===== src/rtl/exa_crosb_output_arbiter_vc.sv =====
// Crossbar output-port arbiter with strict priority classes, per-class
// round-robin, packet-level grant holding and per-VC credit tracking.
module exa_crosb_output_arbiter_vc #(
  parameter int unsigned input_num  = 4,
  parameter int unsigned prio_num   = 2,
  parameter int unsigned vc_num     = 2,
  parameter int unsigned fifo_depth = 8,
  localparam int unsigned VcTot = prio_num * vc_num,
  localparam int unsigned InW   = (input_num > 1) ? $clog2(input_num) : 1,
  localparam int unsigned VcW   = (VcTot > 1) ? $clog2(VcTot) : 1
) (
  input  logic                                clk,
  input  logic                                reset,
  input  logic [input_num-1:0][VcTot-1:0]     i_request,
  input  logic [input_num-1:0]                i_valid,
  input  logic [input_num-1:0]                i_last,
  input  logic [VcTot-1:0]                    i_credit_return,
  output logic [input_num-1:0]                o_grant,
  output logic [InW-1:0]                      o_sel_input,
  output logic [VcW-1:0]                      o_sel_vc,
  output logic [VcTot-1:0]                    o_credits,
  output logic                                o_credit_err
);

  localparam int unsigned PrioW = (prio_num > 1) ? $clog2(prio_num) : 1;
  localparam int unsigned CntW  = $clog2(fifo_depth + 1);

  typedef enum logic [0:0] {StIdle, StGranted} state_e;

  state_e             state_q;
  logic [InW-1:0]     owner_q;
  logic [VcW-1:0]     owner_vc_q;
  logic [PrioW-1:0]   owner_prio_q;
  logic [InW-1:0]     ptr_q [prio_num];
  logic [CntW-1:0]    cnt_q [VcTot];
  logic               err_q;

  logic [VcTot-1:0]     credit_nz;
  logic [input_num-1:0] elig [prio_num];
  logic                 win_found;
  logic [InW-1:0]       win_idx;
  logic [VcW-1:0]       win_vc;
  logic [PrioW-1:0]     win_prio;
  logic                 act;
  logic [InW-1:0]       cur_idx;
  logic [VcW-1:0]       cur_vc;
  logic [PrioW-1:0]     cur_prio;
  logic                 xfer;
  logic                 done;

  // Credit availability per VC.
  always_comb begin
    credit_nz = '0;
    for (int unsigned v = 0; v < VcTot; v++) begin
      credit_nz[v] = (cnt_q[v] != '0);
    end
  end

  // Strict-priority class pick, then round-robin from the class pointer.
  always_comb begin : p_arb
    int unsigned rr_idx;
    rr_idx    = 0;
    win_found = 1'b0;
    win_prio  = '0;
    win_idx   = '0;
    win_vc    = '0;
    for (int unsigned p = 0; p < prio_num; p++) begin
      elig[p] = '0;
      for (int unsigned n = 0; n < input_num; n++) begin
        elig[p][n] = |(i_request[n][p*vc_num +: vc_num] & credit_nz[p*vc_num +: vc_num]);
      end
      // Ascending scan, so the highest eligible class is the one left standing.
      if (|elig[p]) begin
        win_found = 1'b1;
        win_prio  = PrioW'(p);
      end
    end
    // Descending scan so the smallest offset from the pointer wins.
    for (int k = int'(input_num) - 1; k >= 0; k--) begin
      rr_idx = (32'(ptr_q[win_prio]) + 32'(k)) % input_num;
      if (elig[win_prio][rr_idx]) win_idx = InW'(rr_idx);
    end
    for (int unsigned v = 0; v < VcTot; v++) begin
      if (i_request[win_idx][v] && credit_nz[v] && ((v / vc_num) == 32'(win_prio))) begin
        win_vc = VcW'(v);
      end
    end
    if (!win_found) begin
      win_idx = '0;
      win_vc  = '0;
    end
  end

  // Grant source: live arbitration while idle, registered owner while granted.
  always_comb begin
    if (state_q == StGranted) begin
      act      = 1'b1;
      cur_idx  = owner_q;
      cur_vc   = owner_vc_q;
      cur_prio = owner_prio_q;
    end else begin
      act      = win_found;
      cur_idx  = win_idx;
      cur_vc   = win_vc;
      cur_prio = win_prio;
    end
    xfer = act && !reset && i_valid[cur_idx];
    done = xfer && i_last[cur_idx];

    o_grant     = '0;
    o_sel_input = '0;
    o_sel_vc    = '0;
    if (act && !reset) begin
      o_grant[cur_idx] = 1'b1;
      o_sel_input      = cur_idx;
      o_sel_vc         = cur_vc;
    end
    o_credits    = credit_nz;
    o_credit_err = err_q;
  end

  // Packet ownership FSM; a single-word packet never leaves idle.
  always_ff @(posedge clk or posedge reset) begin
    if (reset) begin
      state_q      <= StIdle;
      owner_q      <= '0;
      owner_vc_q   <= '0;
      owner_prio_q <= '0;
    end else begin
      unique case (state_q)
        StIdle: begin
          if (win_found) begin
            owner_q      <= win_idx;
            owner_vc_q   <= win_vc;
            owner_prio_q <= win_prio;
            if (!(i_valid[win_idx] && i_last[win_idx])) state_q <= StGranted;
          end
        end
        StGranted: begin
          if (i_valid[owner_q] && i_last[owner_q]) state_q <= StIdle;
        end
        default: state_q <= StIdle;
      endcase
    end
  end

  // Round-robin pointers move past the owner only when its packet completes.
  always_ff @(posedge clk or posedge reset) begin
    if (reset) begin
      for (int unsigned p = 0; p < prio_num; p++) ptr_q[p] <= '0;
    end else if (done) begin
      ptr_q[cur_prio] <= (cur_idx == InW'(input_num - 1)) ? '0 : cur_idx + InW'(1);
    end
  end

  // Credit counters: forwarded word consumes, return pulse frees, overflow is sticky.
  always_ff @(posedge clk or posedge reset) begin
    if (reset) begin
      for (int unsigned v = 0; v < VcTot; v++) cnt_q[v] <= CntW'(fifo_depth);
      err_q <= 1'b0;
    end else begin
      for (int unsigned v = 0; v < VcTot; v++) begin
        if (xfer && (cur_vc == VcW'(v)) && !i_credit_return[v]) begin
          // Packet may run past zero credits; the counter just floors.
          if (cnt_q[v] != '0) cnt_q[v] <= cnt_q[v] - CntW'(1);
        end else if (i_credit_return[v] && !(xfer && (cur_vc == VcW'(v)))) begin
          if (cnt_q[v] == CntW'(fifo_depth)) err_q <= 1'b1;
          else cnt_q[v] <= cnt_q[v] + CntW'(1);
        end
      end
    end
  end

endmodule


===== config.mk =====
export PLATFORM = sky130hd
export DESIGN_NAME = exa_crosb_output_arbiter_vc
export DESIGN_NICKNAME = d
export VERILOG_FILES = /design/src/rtl/exa_crosb_output_arbiter_vc.sv
export SDC_FILE = /design/constraint.sdc
export NUM_CORES = 1
export LEC_CHECK = 0
export ABC_AREA = 1
export BUFFER_PORTS_ARGS = -buffer_cell sky130_fd_sc_hd__buf_2
export CORE_MARGIN = 2
export CORE_UTILIZATION = 42
export CTS_CLUSTER_DIAMETER = 150
export DETAILED_ROUTE_END_ITERATION = 8
export GPL_TIMING_DRIVEN = 0
export PLACE_DENSITY = 0.61
export SLEW_MARGIN = 20
export SYNTH_ARGS = -nofsm -noshare
export SYNTH_HDL_FRONTEND = slang
export SYNTH_SLANG_ARGS = --single-unit

===== constraint.sdc =====
create_clock -name clk -period 5 [get_ports clk]
set_clock_uncertainty 0.05 [all_clocks]
set_input_delay 0.5 -clock clk [delete_from_list [all_inputs] [get_ports clk]]
set_output_delay 0.5 -clock clk [all_outputs]
set_load 0.1 [all_outputs]

## Yosys cells after proc, flatten, opt, wreduce, memory -nomap -nowiden

Index checks and enable logic that the tools add are counted.

| storage, ports and cells | value |
|---|---|
| register bits after elaboration | 27 |
| output and inout bits | 13 |
| word-level logic and storage cells | 206 |
| bits of input ports | 30 |

| cells by class | value |
|---|---|
| muxes and demuxes | 85 |
| add/sub/neg operators | 12 |
| bitwise gates (word level) | 12 |
| reduce and logical (&&, ||, !) cells | 58 |
| magnitude comparators | 12 |
| equal/unequal tests | 16 |

Operators with widths:

| kind | count |
|---|---|
| $mux W4 | 21 |
| $mux W2 | 17 |
| $mux W1 | 32 |
| $logic_and A1 B1 Y1 | 25 |
| $lt A2 B3 Y1 const B | 8 |
| $bmux W1 S2 | 10 |
| $add A4 B1 Y4 const B | 4 |
| $and A2 B2 Y2 | 8 |
| $eq A4 B4 Y1 const B | 4 |
| $ne A2 B2 Y1 const B | 8 |
| $reduce_bool A4 Y1 | 4 |
| $reduce_or A2 Y1 | 8 |
| $reduce_or A8 Y1 | 2 |
| $sub A4 B1 Y4 const B | 4 |
| $reduce_and A3 Y1 | 4 |
| $logic_not A1 Y1 | 9 |
| $bmux W4 S2 | 1 |
| $reduce_bool A2 Y1 | 4 |
| $eq A2 B2 Y1 const B | 3 |
| $add A2 B1 Y2 const B | 2 |
| $add A2 B2 Y2 const B | 2 |
| $bwmux W4 | 1 |
| $ge A2 B2 Y1 const B | 2 |
| $not A1 Y2 | 2 |
| 9 further kinds | 10 |

## Longest topological paths before layout

Gate-level depths: netlist (run 1).

| logic depth | value |
|---|---|
| depth in word-level cells | 39 |
| mapped depth | 33 |
| gate-level depth less buffers | 32 |

## Least setup slack after synthesis (run 1)

OpenSTA, ideal clock, no wires.

| path | value |
|---|---|
| path type | reg-to-reg |
| start | register cnt_q[11] in the netlist's numbering |
| end | register cnt_q[15] in the netlist's numbering |
| setup time | 0.075 ns |
| cell stages (with the launch flop) | 27 |
| data required time | 4.875 ns |
| clock period less this slack | 5.491 ns |
| slack | -0.491 ns |
| data arrival time | 5.366 ns |
| path buffers | 0 |
| cells stage by stage | dfstp_2 nor2_1 nand2_1 nand2_1 nand2_1 inv_1 nand3_1 nand2_1 nand2_1 nand3_1 a31oi_1 nand2_2 nand2_2 nand2_4 nor2_1 nand3_2 nand2_4 nand2_4 nor2_1 ha_1 inv_1 nand4_1 inv_1 nor3_1 o21ai_0 a21oi_1 xor2_1 |

| on the way | value |
|---|---|
| cells in the longest elaborated chain, start to end | 27 |
| elaborated cells between the ends (all ways) | 57 |
| classes of those cells | eq/ne: 2; mux: 30; bitwise: 4; reduce/logical: 21 |

RTL lines:

| element | line | source |
|---|---|---|
| start, declared | 35 | `logic [CntW-1:0] cnt_q [VcTot];` |
| start signal, assigned by index | 168 | `else cnt_q[v] <= cnt_q[v] + CntW'(1);` |
| $reduce_bool A4 Y1 * | 55 | `credit_nz[v] = (cnt_q[v] != '0);` |
| named net o_credits[1] | 21 | `output logic [VcTot-1:0] o_credits,` |
| $and A2 B2 Y2 | 70 | `elig[p][n] = \|(i_request[n][p*vc_num +: vc_num] & credit_nz[p*vc_num +: vc_num]);` |
| $reduce_or A2 Y1 | 70 |  |
| $mux W4 (not written as such) (3 in a row) | 81 | `if (elig[win_prio][rr_idx]) win_idx = InW'(rr_idx);` |
| $bmux W1 S2 | 81 |  |
| $mux W1 (not written as such) | 81 |  |
| $mux W2 (4 in a row) | 81 |  |
| [7 not listed] | -- |  |
| $mux W2 | 88 | `if (!win_found) begin` |
| $mux W2 | 96 | `if (state_q == StGranted) begin` |
| $logic_not A2 Y1 | 163, 166 |  |
| $logic_and A1 B1 Y1 * | 163, 166 |  |
| $logic_not A1 Y1 | 166 | `end else if (i_credit_return[v] && !(xfer && (cur_vc == VcW'(v)))) begin` |
| $logic_and A1 B1 Y1 | 166 |  |
| $reduce_bool A2 Y1 (no line) | -- |  |
| $reduce_and A3 Y1 (no line) | -- |  |

Mark *: on every way through the listed nets, which the timed path passes. The rest lies on a longest branch. The select of a mux whose other input is x is not followed.
A chain may end at the register's enable or synchronous reset.

## Worst setup path in the final report (run 1)

| path | value |
|---|---|
| start | register cnt_q[1] in the netlist's numbering |
| end | register cnt_q[15] in the netlist's numbering |

| on the way | value |
|---|---|
| cells in the longest elaborated chain, start to end | 30 |
| elaborated cells between the ends (all ways) | 65 |
| classes of those cells | add/sub: 3; eq/ne: 2; mux: 33; bitwise: 6; reduce/logical: 21 |

RTL lines:

| element | line | source |
|---|---|---|
| $reduce_bool A4 Y1 * | 55 |  |
| $and A2 B2 Y2 | 70 |  |
| $reduce_or A8 Y1 | 73 | `if (\|elig[p]) begin` |
| $mux W1 | 73 |  |
| $not A1 Y2 (not written as such) | 80, 81 |  |
| $mux W2 (not written as such) (3 in a row) | 80 | `rr_idx = (32'(ptr_q[win_prio]) + 32'(k)) % input_num;` |
| $add A2 B2 Y2 | 80 |  |
| $bmux W1 S2 | 81 |  |
| [12 not listed] | -- |  |
| $mux W2 | 88 |  |
| $mux W2 | 96 |  |
| $logic_not A2 Y1 | 163, 166 |  |
| $logic_and A1 B1 Y1 * | 163, 166 |  |
| $logic_not A1 Y1 | 166 |  |
| $logic_and A1 B1 Y1 | 166 |  |
| $reduce_bool A2 Y1 (no line) | -- |  |
| $reduce_and A3 Y1 (no line) | -- |  |

Mark *: on every way between the ends. The rest lies on a longest branch, timed or not. The select of a mux whose other input is x is not followed.

==> summary.txt, run 1 <==
Outcome
  • Run status: finished clean

Run
  • Max cap viols: 0

Floorplan
  • Initial core utilization: 43.15%
  • IO Count: 43
  • Die width: 84.31 um
  • Core area: 6277 sq um
  • DIE AREA: 7108 sq um
  • Die H: 84.31 um
  • Rows: 29

Pwr
  • Clock share of power: 6.0%
  • Comb pwr share: 74.2%
  • Max rail drop VDD: 0.3803 mV
  • Pleak: 0.001680 uW
  • Switch share: 60.20%
  • P per Cell Area: 722.9 nW/um^2
  • Flop pwr share: 19.7%
  • Sw power: 1335 uW
  • P_int: 882.4 uW

STA
  • Final setup margin: 618.1 ps
  • Fin crit share: 87.64%
  • Relative max-transition margin: 60.24%
  • Setup TNS Final: 0 ps
  • Final-report setup violation count: 0
  • Final min period: 4382 ps
  • Fin. max-slew vios: 0
  • Final hold violations: 0
  • RSZ-0062 raised after global routing: no
  • Least-Margin Pin Slew: 591.9 ps
  • Fmax: 0.2282 GHz

Cells and area
  • ANT cells: 0
  • Fill cell count: 659
  • Most frequent cells in the layout: 98 x nand2_1, 56 x inv_1, 42 x buf_2
  • Register area: 680.7 sq um
  • Multi-input logic area: 1777 sq um
  • Share of cells above drive strength 1: 22.33%
  • Commonest non-fill, non-tap cell in the layout: nand2_1
  • Nets: 485
  • Area Growth Syn to Fin: 13.21%

Clock network
  • CTS Buf Count: 3
  • Post-CTS Setup Bufs: 0
  • Longest Clk Path Bufs: 2
  • Worst skew pair latency: 290 ps
  • H-tree Lvls: 1
  • Cts repair resizes: 0
  • CTS Hold Bufs: 0
  • CTS sink count: 27
  • Clock transition at the registers of the reported paths: 110 ps
  • TritonCTS clock tree: yes
  • Clk root buf: clkbuf_8

Critical path
  • Startpoint Class: flip-flop
  • CP arrival: 4550 ps
  • Critical Path End Type: flip-flop
  • Crit. Startpoint: cnt_q[1]$_DFFE_PP0P_
  • R2R cell count: 30
  • Slowest cell on crit path: nor3_1
  • Critical Path Stages: 30
  • Largest delay contributor family on the critical path: simple AND/OR/NAND/NOR gates
  • Worst stage delay on the critical path: 460 ps
  • RR Startpoint: cnt_q[1]$_DFFE_PP0P_
  • Kind of critical path: reg -> reg
  • R2r endpoint: cnt_q[15]$_DFFE_PP1P_
  • Most used cell, CP: nand2_1
  • Worst Path Buf+Inv: 5
  • Crit Path Max Fanout: 10
  • Flop-to-flop setup slack: 620 ps
  • Worst setup path endpoint: cnt_q[15]$_DFFE_PP1P_
  • Req. time, crit path: 5170 ps

Routing
  • Final wirelength: 6100 um
  • Total vias in the final route: 2501
  • DR WL/cell: 12.03 um
  • Post-route ant nets: 0
  • DRC Markers: 0
  • DR pass1 iterations: 4
  • Routed vias/inst: 4.933
  • Initial DRC count: 98

Global routing
  • Gr usage total: 17.91%
  • Vias in the first global route: 2366
  • Initial antenna violation count: 0
  • Largest net degree at the start of global routing: 28
  • First-pass GRT wire length: 10560 um
  • Overflow after GRT: 0

Logic synthesis
  • Post-Syn Instances: 384
  • Yosys reg bits: 27
  • Synth Area per Inst: 7.054 sq um
  • Cell taking the most area after synthesis: dfrtp_1
  • Synth cell types: 35
  • Most area-consuming cells after synthesis: dfrtp_1 21%, nand2_1 14%, ha_1 9.2%, inv_1 7.9%, nand3_1 4.6%
  • Synth top area share: 21.25%
  • Seq/Total Area, Yosys: 25.13%
  • Ys Warns: 0
  • Synth Net Count: 438
  • Synth Cell Area: 2709 sq um

Min path
  • Hold WC Path Type: in -> async

Placement
  • Final GP Congestion: 0.8274
  • Post-place setup slack: 598.2 ps
  • Hpwl dp: 4971 um
  • Port bufs: 42
==> cells in the mapped netlist, drive strengths merged <==
library cell / n
nand4: 5
o21ai: 24
a211oi: 5
nor3: 3
xnor2: 4
o211ai: 1
a32o: 1
buf: 1
nor4: 1
clkbuf: 1
mux2i: 1
nor2: 35
a21oi: 14
clkinv: 2
fa: 4
dfrtp: 23
ha: 20
inv: 61
xor2: 9
nand3: 33
nand3b: 6
a31oi: 2
dfstp: 4
nand2: 124
==> sequential cells by signal, summed over array words and instances, names as in the netlist <==
name,cells
state_q,1
cnt_q,16
ptr_q,4
owner_prio_q,1
o_credit_err,1
owner_q,2
owner_vc_q,2
==> worst reg2reg max path: cells and delay by family (launching register included) <==
family	cells	cell delay (ps)
adder cells (fa/ha/maj)	1	200
flip-flops	1	430
AND/OR/NAND/NOR	20	2590
buffers and inverters	5	430
XOR/XNOR	1	160
AO/OA/AOI/OAI	3	450
==> worst min path at each step <==
stage | from | depth (start not counted) | slack (ps) | endpoint
after detailed placement | o_credit_err$_DFF_PP0_ | 1 | 430 | o_credit_err$_DFF_PP0_
final | reset | 2 | 240 | cnt_q[6]$_DFFE_PP0P_
after CTS | cnt_q[8]$_DFFE_PP0P_ | 1 | 450 | cnt_q[8]$_DFFE_PP0P_
after global routing | reset | 2 | 280 | cnt_q[2]$_DFFE_PP0P_
after floorplan | ptr_q[2]$_DFFE_PP0P_ | 2 | 400 | ptr_q[2]$_DFFE_PP0P_
after global placement | o_credit_err$_DFF_PP0_ | 1 | 430 | o_credit_err$_DFF_PP0_
==> power groups by stage <==
stage / logic (uW) / registers [uW] / clock network (uW)
3_5_place_dp: 1650 / 439 / 0
3_3_place_gp: 1630 / 437 / 0
5_1_grt: 1860 / 452 / 148
2_1_floorplan: 1380 / 416 / 0
4_1_cts: 1650 / 435 / 139
6_report: 1650 / 437 / 134
==> routing by layer <==
metal  share of wire (%)  track usage (%)  wire (um)
met5                   0                0          0
met4                 1.3            5.279         80
met3                 2.9            1.967        177
met2                  46            29.44       2822
met1                  49            24.88       3018
==> kinds of logic after synthesis <==
family,count (synthesis),synth area share (%)
AO/OA/AOI/OAI,47,9.931
XOR/XNOR,13,4.203
adder cells (fa/ha/maj),24,12.19
buffers and inverters,65,9.377
flip-flops,27,25.13
multiplexers,1,0.3695
AND/OR/NAND/NOR,207,38.80
==> area by class of cell <==
type / count / area share [%]
multi-input cells: 292 / 57.94
flip-flops and latches: 27 / 22.20
inverters: 63 / 7.793
repair buffers: 42 / 6.854
well taps: 77 / 3.142
clock buffers: 3 / 1.346
plain buffers: 2 / 0.4896
clock inverters: 1 / 0.2448
==> stage by stage <==
| stage | total power [uW] | instance area (sq um) | utilization, % | std cells | hold slack [ps] |
|---|---|---|---|---|---|
| floorplan | 1798 | 2711 | - | 384 | 404.6 |
| global placement | 2064 | 3018 | 48.08 | 503 | 428.5 |
| detailed placement | 2088 | 3018 | 48.08 | 503 | 426.5 |
| CTS | 2228 | 3067 | 48.85 | 507 | 453.5 |
| global route | 2464 | 3067 | 48.85 | 507 | 277.0 |
| finish | 2217 | 3067 | 48.85 | 507 | 236.9 |
Power figures use the tool's default switching activity.
==> run 2, diff against run 1 <==
--- a/config.mk
+++ b/config.mk
@@ -6,8 +6,7 @@
 export NUM_CORES = 1
 export LEC_CHECK = 0
 export ABC_AREA = 1
-export BUFFER_PORTS_ARGS = -buffer_cell sky130_fd_sc_hd__buf_2
-export CORE_MARGIN = 2
+export BUFFER_PORTS_ARGS = -buffer_cell sky130_fd_sc_hd__buf_4
 export CORE_UTILIZATION = 42
 export CTS_CLUSTER_DIAMETER = 150
 export DETAILED_ROUTE_END_ITERATION = 8
==> summary.txt, run 2 (same netlist as run 1, synthesis figures left out) <==
Floorplan
  • Rows: 28 (was 29)
  • Initial core utilization: 44.69% (was 43.15%)
  • DIE AREA: 6775 sq um (was 7108 sq um)
  • Core area: 6061 sq um (was 6277 sq um)
  • Die width: 82.31 um (was 84.31 um)
  • Die H: 82.31 um (was 84.31 um)
  • IO Count: 43 (unchanged)

Cells and area
  • Area Growth Syn to Fin: 17.00% (was 13.21%)
  • Largest regs: cnt_q (16), ptr_q (4) (unchanged)
  • Commonest non-fill, non-tap cell in the layout: nand2_1 (unchanged)
  • Fill cell count: 628 (was 659)
  • Nets: 485 (unchanged)
  • Max reg flops: 16 (unchanged)
  • Most frequent cells in the layout: 98 x nand2_1, 56 x inv_1, 42 x buf_4 (was 98 x nand2_1, 56 x inv_1, 42 x buf_2)
  • Top reg by flops: cnt_q (unchanged)
  • Final core occ: 52.29% (was 48.85%)
  • ANT cells: 0 (unchanged)
  • Share of cells above drive strength 1: 22.33% (unchanged)
  • Register area: 680.7 sq um (unchanged)
  • Multi-input logic area: 1777 sq um (unchanged)

STA
  • Relative max-transition margin: 58.94% (was 60.24%)
  • Setup TNS Final: 0 ps (unchanged)
  • Fmax: 0.2217 GHz (was 0.2282 GHz)
  • Final hold violations: 0 (unchanged)
  • Fin. max-slew vios: 0 (unchanged)
  • Fin crit share: 90.21% (was 87.64%)
  • Final min period: 4511 ps (was 4382 ps)
  • RSZ-0062 raised after global routing: no (unchanged)
  • Least-Margin Pin Slew: 611.3 ps (was 591.9 ps)
  • Final-report setup violation count: 0 (unchanged)

Global routing
  • First-pass GRT wire length: 10360 um (was 10560 um)
  • Vias in the first global route: 2310 (was 2366)
  • Largest net degree at the start of global routing: 28 (unchanged)
  • Initial antenna violation count: 0 (unchanged)
  • Overflow after GRT: 0 (unchanged)
  • Gr usage total: 20.09% (was 17.91%)

Critical path
  • Flop-to-flop setup slack: 490 ps (was 620 ps)
  • Worst setup path endpoint: cnt_q[15]$_DFFE_PP1P_ (unchanged)
  • RR Startpoint: cnt_q[1]$_DFFE_PP0P_ (unchanged)
  • Crit. Startpoint: cnt_q[1]$_DFFE_PP0P_ (unchanged)
  • Worst Path Buf+Inv: 4 (was 5)
  • Kind of critical path: reg -> reg (unchanged)
  • Startpoint Class: flip-flop (unchanged)
  • Critical Path Stages: 30 (unchanged)
  • Req. time, crit path: 5170 ps (about the same)
  • Slowest cell on crit path: nor3_1 (unchanged)
  • Crit Path Max Fanout: 10 (unchanged)
  • CP arrival: 4680 ps (was 4550 ps)
  • Critical Path End Type: flip-flop (unchanged)
  • Most used cell, CP: nand2_2 (was nand2_1)
  • R2r endpoint: cnt_q[15]$_DFFE_PP1P_ (unchanged)
  • Worst stage delay on the critical path: 480 ps (was 460 ps)
  • R2R cell count: 30 (unchanged)
  • Largest delay contributor family on the critical path: simple AND/OR/NAND/NOR gates (unchanged)

Clock network
  • Post-CTS Setup Bufs: 0 (unchanged)
  • Cts repair resizes: 0 (unchanged)
  • CTS Buf Count: 3 (unchanged)
  • Worst skew pair latency: 290 ps (about the same)
  • CTS sink count: 27 (unchanged)
  • Clock transition at the registers of the reported paths: 110 ps (about the same)
  • CTS Hold Bufs: 0 (unchanged)
  • TritonCTS clock tree: yes (unchanged)
  • Clk root buf: clkbuf_8 (unchanged)
  • H-tree Lvls: 1 (unchanged)
  • Longest Clk Path Bufs: 2 (unchanged)

Routing
  • Routed vias/inst: 4.952 (was 4.933)
  • Post-route ant nets: 0 (unchanged)
  • Final wirelength: 6156 um (was 6100 um)
  • DR pass1 iterations: 4 (unchanged)
  • Initial DRC count: 124 (was 98)
  • Total vias in the final route: 2501 (unchanged)
  • DR WL/cell: 12.19 um (was 12.03 um)
  • DRC Markers: 0 (unchanged)

Placement
  • Hpwl dp: 5004 um (was 4971 um)
  • Final GP Congestion: 0.7812 (was 0.8274)
  • Port bufs: 42 (unchanged)

Pwr
  • Max rail drop VDD: 0.5669 mV (was 0.3803 mV)
  • Pleak: 0.001715 uW (was 0.001680 uW)
  • P per Cell Area: 711.2 nW/um^2 (was 722.9 nW/um^2)

Run
  • Max cap viols: 0 (unchanged)

Min path
  • Hold WC Path Type: in -> async (unchanged)

Outcome
  • Run status: finished clean (unchanged)
run 2: cell counts in the layout (fill, tap and decap cells not counted):
Identical to the previous run, type by type.
run 2: worst min path at each step:
stage | endpoint | startpoint | slack (ps) | cells after the start
after floorplan | ptr_q[2]$_DFFE_PP0P_ | ptr_q[2]$_DFFE_PP0P_ | 400 | 2
after global placement | ptr_q[2]$_DFFE_PP0P_ | ptr_q[2]$_DFFE_PP0P_ | 430 | 2
after detailed placement | o_credit_err$_DFF_PP0_ | o_credit_err$_DFF_PP0_ | 430 | 1
after CTS | cnt_q[2]$_DFFE_PP0P_ | reset | 460 | 2
after global routing | owner_q[0]$_DFFE_PP0P_ | reset | 270 | 2
final | owner_q[0]$_DFFE_PP0P_ | reset | 220 | 2
run 2: layout make-up:
cell class                 instances  area share [%]
multi-input combinational        292           56.06
sequential                        27           21.48
timing repair buffer              42           9.949
inverter                          63           7.540
tap                               75           2.961
clock buffer                       3           1.303
buffer                             2          0.4737
clock inverter                     1          0.2369
run 2: stage by stage:
step / std cells / area (sq um) / power (uW) / setup slack (ps) / hold slack (ps)
floorplan: 384 / 2711 / 1798 / 50.98 / 404.6
global placement: 501 / 3120 / 2105 / 524.4 / 429.9
detailed placement: 501 / 3120 / 2133 / 528.8 / 434.9
CTS: 505 / 3169 / 2272 / 460.0 / 456.0
global route: 505 / 3169 / 2494 / 13.07 / 271.4
finish: 505 / 3169 / 2254 / 489.5 / 220.7
run 2: power breakdown:
part           switching [uW]  internal (uW)  total (uW)  leakage (uW)
registers                93.8            343         437      0.000315
clock network            78.2           56.9         135     0.0000217
logic                    1170            512        1680       0.00138
run 2: per-layer routing:
| metal | track usage (%) | up-vias | part of all wire [%] |
|---|---|---|---|
| li1 | - | 1314 | - |
| met1 | 27.30 | 1138 | 49 |
| met5 | 0 | - | 0 |
| met4 | 4.386 | 0 | 0.70 |
| met2 | 33.47 | 45 | 46 |
| met3 | 3.077 | 4 | 4.0 |
==> run 3, diff against run 2 <==
--- a/config.mk
+++ b/config.mk
@@ -7,6 +7,7 @@
 export LEC_CHECK = 0
 export ABC_AREA = 1
 export BUFFER_PORTS_ARGS = -buffer_cell sky130_fd_sc_hd__buf_4
+export CORE_MARGIN = 3
 export CORE_UTILIZATION = 42
 export CTS_CLUSTER_DIAMETER = 150
 export DETAILED_ROUTE_END_ITERATION = 8
==> summary.txt, run 3 (same netlist as run 1, synthesis figures left out) <==
Clock network
  • Post-CTS Setup Bufs: 0 (unchanged)
  • Longest Clk Path Bufs: 2 (unchanged)
  • Cts repair resizes: 0 (unchanged)
  • Clock transition at the registers of the reported paths: 100 ps (was 110 ps)
  • TritonCTS clock tree: yes (unchanged)
  • Worst skew pair latency: 270 ps (was 290 ps)
  • Clk root buf: clkbuf_8 (unchanged)
  • H-tree Lvls: 1 (unchanged)
  • CTS Hold Bufs: 0 (unchanged)
  • CTS Buf Count: 3 (unchanged)
  • CTS sink count: 27 (unchanged)

STA
  • Setup TNS Final: 0 ps (unchanged)
  • Final setup margin: 522.7 ps (was 489.5 ps)
  • Fin crit share: 89.55% (was 90.21%)
  • Relative max-transition margin: 59.05% (was 58.94%)
  • Final-report setup violation count: 0 (unchanged)
  • Fmax: 0.2233 GHz (was 0.2217 GHz)
  • Final min period: 4477 ps (was 4511 ps)
  • Fin. max-slew vios: 0 (unchanged)
  • RSZ-0062 raised after global routing: no (unchanged)
  • Least-Margin Pin Slew: 609.5 ps (was 611.3 ps)
  • Final hold violations: 0 (unchanged)

Routing
  • Initial DRC count: 68 (was 124)
  • Routed vias/inst: 4.887 (was 4.952)
  • Detail Route met2 WL: 2905 um (was 2853 um)
  • DR WL/cell: 12.43 um (was 12.19 um)
  • Met3 wire length: 239 um (was 244 um)
  • DRC Markers: 0 (unchanged)
  • Post-route ant nets: 0 (unchanged)
  • Final wirelength: 6277 um (was 6156 um)
  • Top sig layer: met4 (unchanged)
  • DR pass1 iterations: 4 (unchanged)
  • WL met1: 3095 um (was 3014 um)
  • Total vias in the final route: 2468 (was 2501)

Pwr
  • Flop pwr share: 19.3% (was 19.4%)
  • Switch share: 59.50% (was 59.52%)
  • Pleak: 0.001719 uW (was 0.001715 uW)
  • P per Cell Area: 712.6 nW/um^2 (was 711.2 nW/um^2)
  • Clock share of power: 5.7% (was 6.0%)
  • Comb pwr share: 75.0% (was 74.6%)
  • Sw power: 1343 uW (was 1342 uW)
  • P_int: 914.0 uW (was 912.4 uW)
  • Max rail drop VDD: 0.5829 mV (was 0.5669 mV)

Cells and area
  • Multi-input logic area: 1777 sq um (unchanged)
  • Fill cell count: 615 (was 628)
  • Most frequent cells in the layout: 98 x nand2_1, 56 x inv_1, 42 x buf_4 (unchanged)
  • ANT cells: 0 (unchanged)
  • Largest regs: cnt_q (16), ptr_q (4) (unchanged)
  • Nets: 485 (unchanged)
  • Share of cells above drive strength 1: 22.33% (unchanged)
  • Commonest non-fill, non-tap cell in the layout: nand2_1 (unchanged)
  • Max reg flops: 16 (unchanged)
  • Top reg by flops: cnt_q (unchanged)
  • Register area: 680.7 sq um (unchanged)
  • Area Growth Syn to Fin: 16.91% (was 17.00%)

Global routing
  • Overflow after GRT: 0 (unchanged)
  • Largest net degree at the start of global routing: 28 (unchanged)
  • Initial antenna violation count: 0 (unchanged)
  • Vias in the first global route: 2358 (was 2310)
  • Gr usage total: 17.78% (was 20.09%)
  • First-pass GRT wire length: 10740 um (was 10360 um)

Floorplan
  • Rows: 28 (unchanged)
  • IO Count: 43 (unchanged)
  • Die H: 86.31 um (was 82.31 um)
  • Die width: 86.31 um (was 82.31 um)
  • Core area: 6096 sq um (was 6061 sq um)
  • DIE AREA: 7449 sq um (was 6775 sq um)
  • Initial core utilization: 44.44% (was 44.69%)

Critical path
  • Worst stage delay on the critical path: 480 ps (about the same)
  • Largest delay contributor family on the critical path: simple AND/OR/NAND/NOR gates (unchanged)
  • Worst Path Buf+Inv: 4 (unchanged)
  • Req. time, crit path: 5160 ps (was 5170 ps)
  • Critical Path End Type: flip-flop (unchanged)
  • Slowest cell on crit path: nor3_1 (unchanged)
  • CP arrival: 4640 ps (was 4680 ps)
  • Most used cell, CP: nand2_4 (was nand2_2)
  • Crit Path Max Fanout: 10 (unchanged)
  • Startpoint Class: flip-flop (unchanged)
  • Kind of critical path: reg -> reg (unchanged)

Run
  • Max cap viols: 0 (unchanged)

Placement
  • Port bufs: 42 (unchanged)
  • Hpwl dp: 5167 um (was 5004 um)
  • Final GP Congestion: 0.8008 (was 0.7812)
  • Post-place setup slack: 531.5 ps (was 528.8 ps)

Outcome
  • Run status: finished clean (unchanged)

Min path
  • Hold WC Path Type: in -> async (unchanged)
run 3: cell types whose count changed in the layout (fill, tap and decap cells not counted):
cell and delta:
clkinv_2 +1, clkinvlp_4 -1
run 3: final cells by class:
class / instances / area share, %
Multi-Input combinational cell: 292 / 56.10
Sequential cell: 27 / 21.49
Timing Repair Buffer: 42 / 9.957
Inverter: 63 / 7.546
Tap cell: 75 / 2.963
Clock buffer: 3 / 1.304
Buffer: 2 / 0.4741
Clock inverter: 1 / 0.1580
run 3: layer usage:
metal / vias up / GRT usage [%]
met2: 33 / 29.15
met1: 1117 / 25.27
li1: 1316 / -
met5: - / 0
met3: 2 / 2.662
met4: 0 / 2.975
run 3: power groups by stage:
| stage | sequential (uW) | clock, uW | combinational (uW) |
|---|---|---|---|
| 3_5_place_dp | 438 | 0 | 1700 |
| 4_1_cts | 435 | 134 | 1710 |
| 2_1_floorplan | 416 | 0 | 1380 |
| 6_report | 436 | 128 | 1690 |
| 5_1_grt | 451 | 143 | 1900 |
| 3_3_place_gp | 436 | 0 | 1670 |
run 3: final timing paths:
kind / start / end / slack (ps) / cells past startpoint
hold / removal: reset / owner_q[0]$_DFFE_PP0P_ / 250 / 2
setup / recovery: cnt_q[1]$_DFFE_PP0P_ / cnt_q[15]$_DFFE_PP1P_ / 520 / 30
setup reg to reg: cnt_q[1]$_DFFE_PP0P_ / cnt_q[15]$_DFFE_PP1P_ / 520 / 30
max in group asynchronous: reset / cnt_q[9]$_DFFE_PP0P_ / 4260 / 2
hold reg to reg: o_credit_err$_DFF_PP0_ / o_credit_err$_DFF_PP0_ / 460 / 1
min in group clk: o_credit_err$_DFF_PP0_ / o_credit_err$_DFF_PP0_ / 460 / 1
run 3: per-stage QoR:
stage | hold slack (ps) | util, % | instance area [sq um] | total power (uW) | instances
4_1_cts | 456.9 | 51.95 | 3167 | 2275 | 505
5_1_grt | 286.3 | 51.95 | 3167 | 2498 | 505
2_1_floorplan | 404.6 | - | 2711 | 1798 | 384
3_3_place_gp | 429.9 | 51.19 | 3120 | 2106 | 501
6_report | 247.6 | 51.95 | 3167 | 2257 | 505
3_5_place_dp | 434.3 | 51.19 | 3120 | 2138 | 501
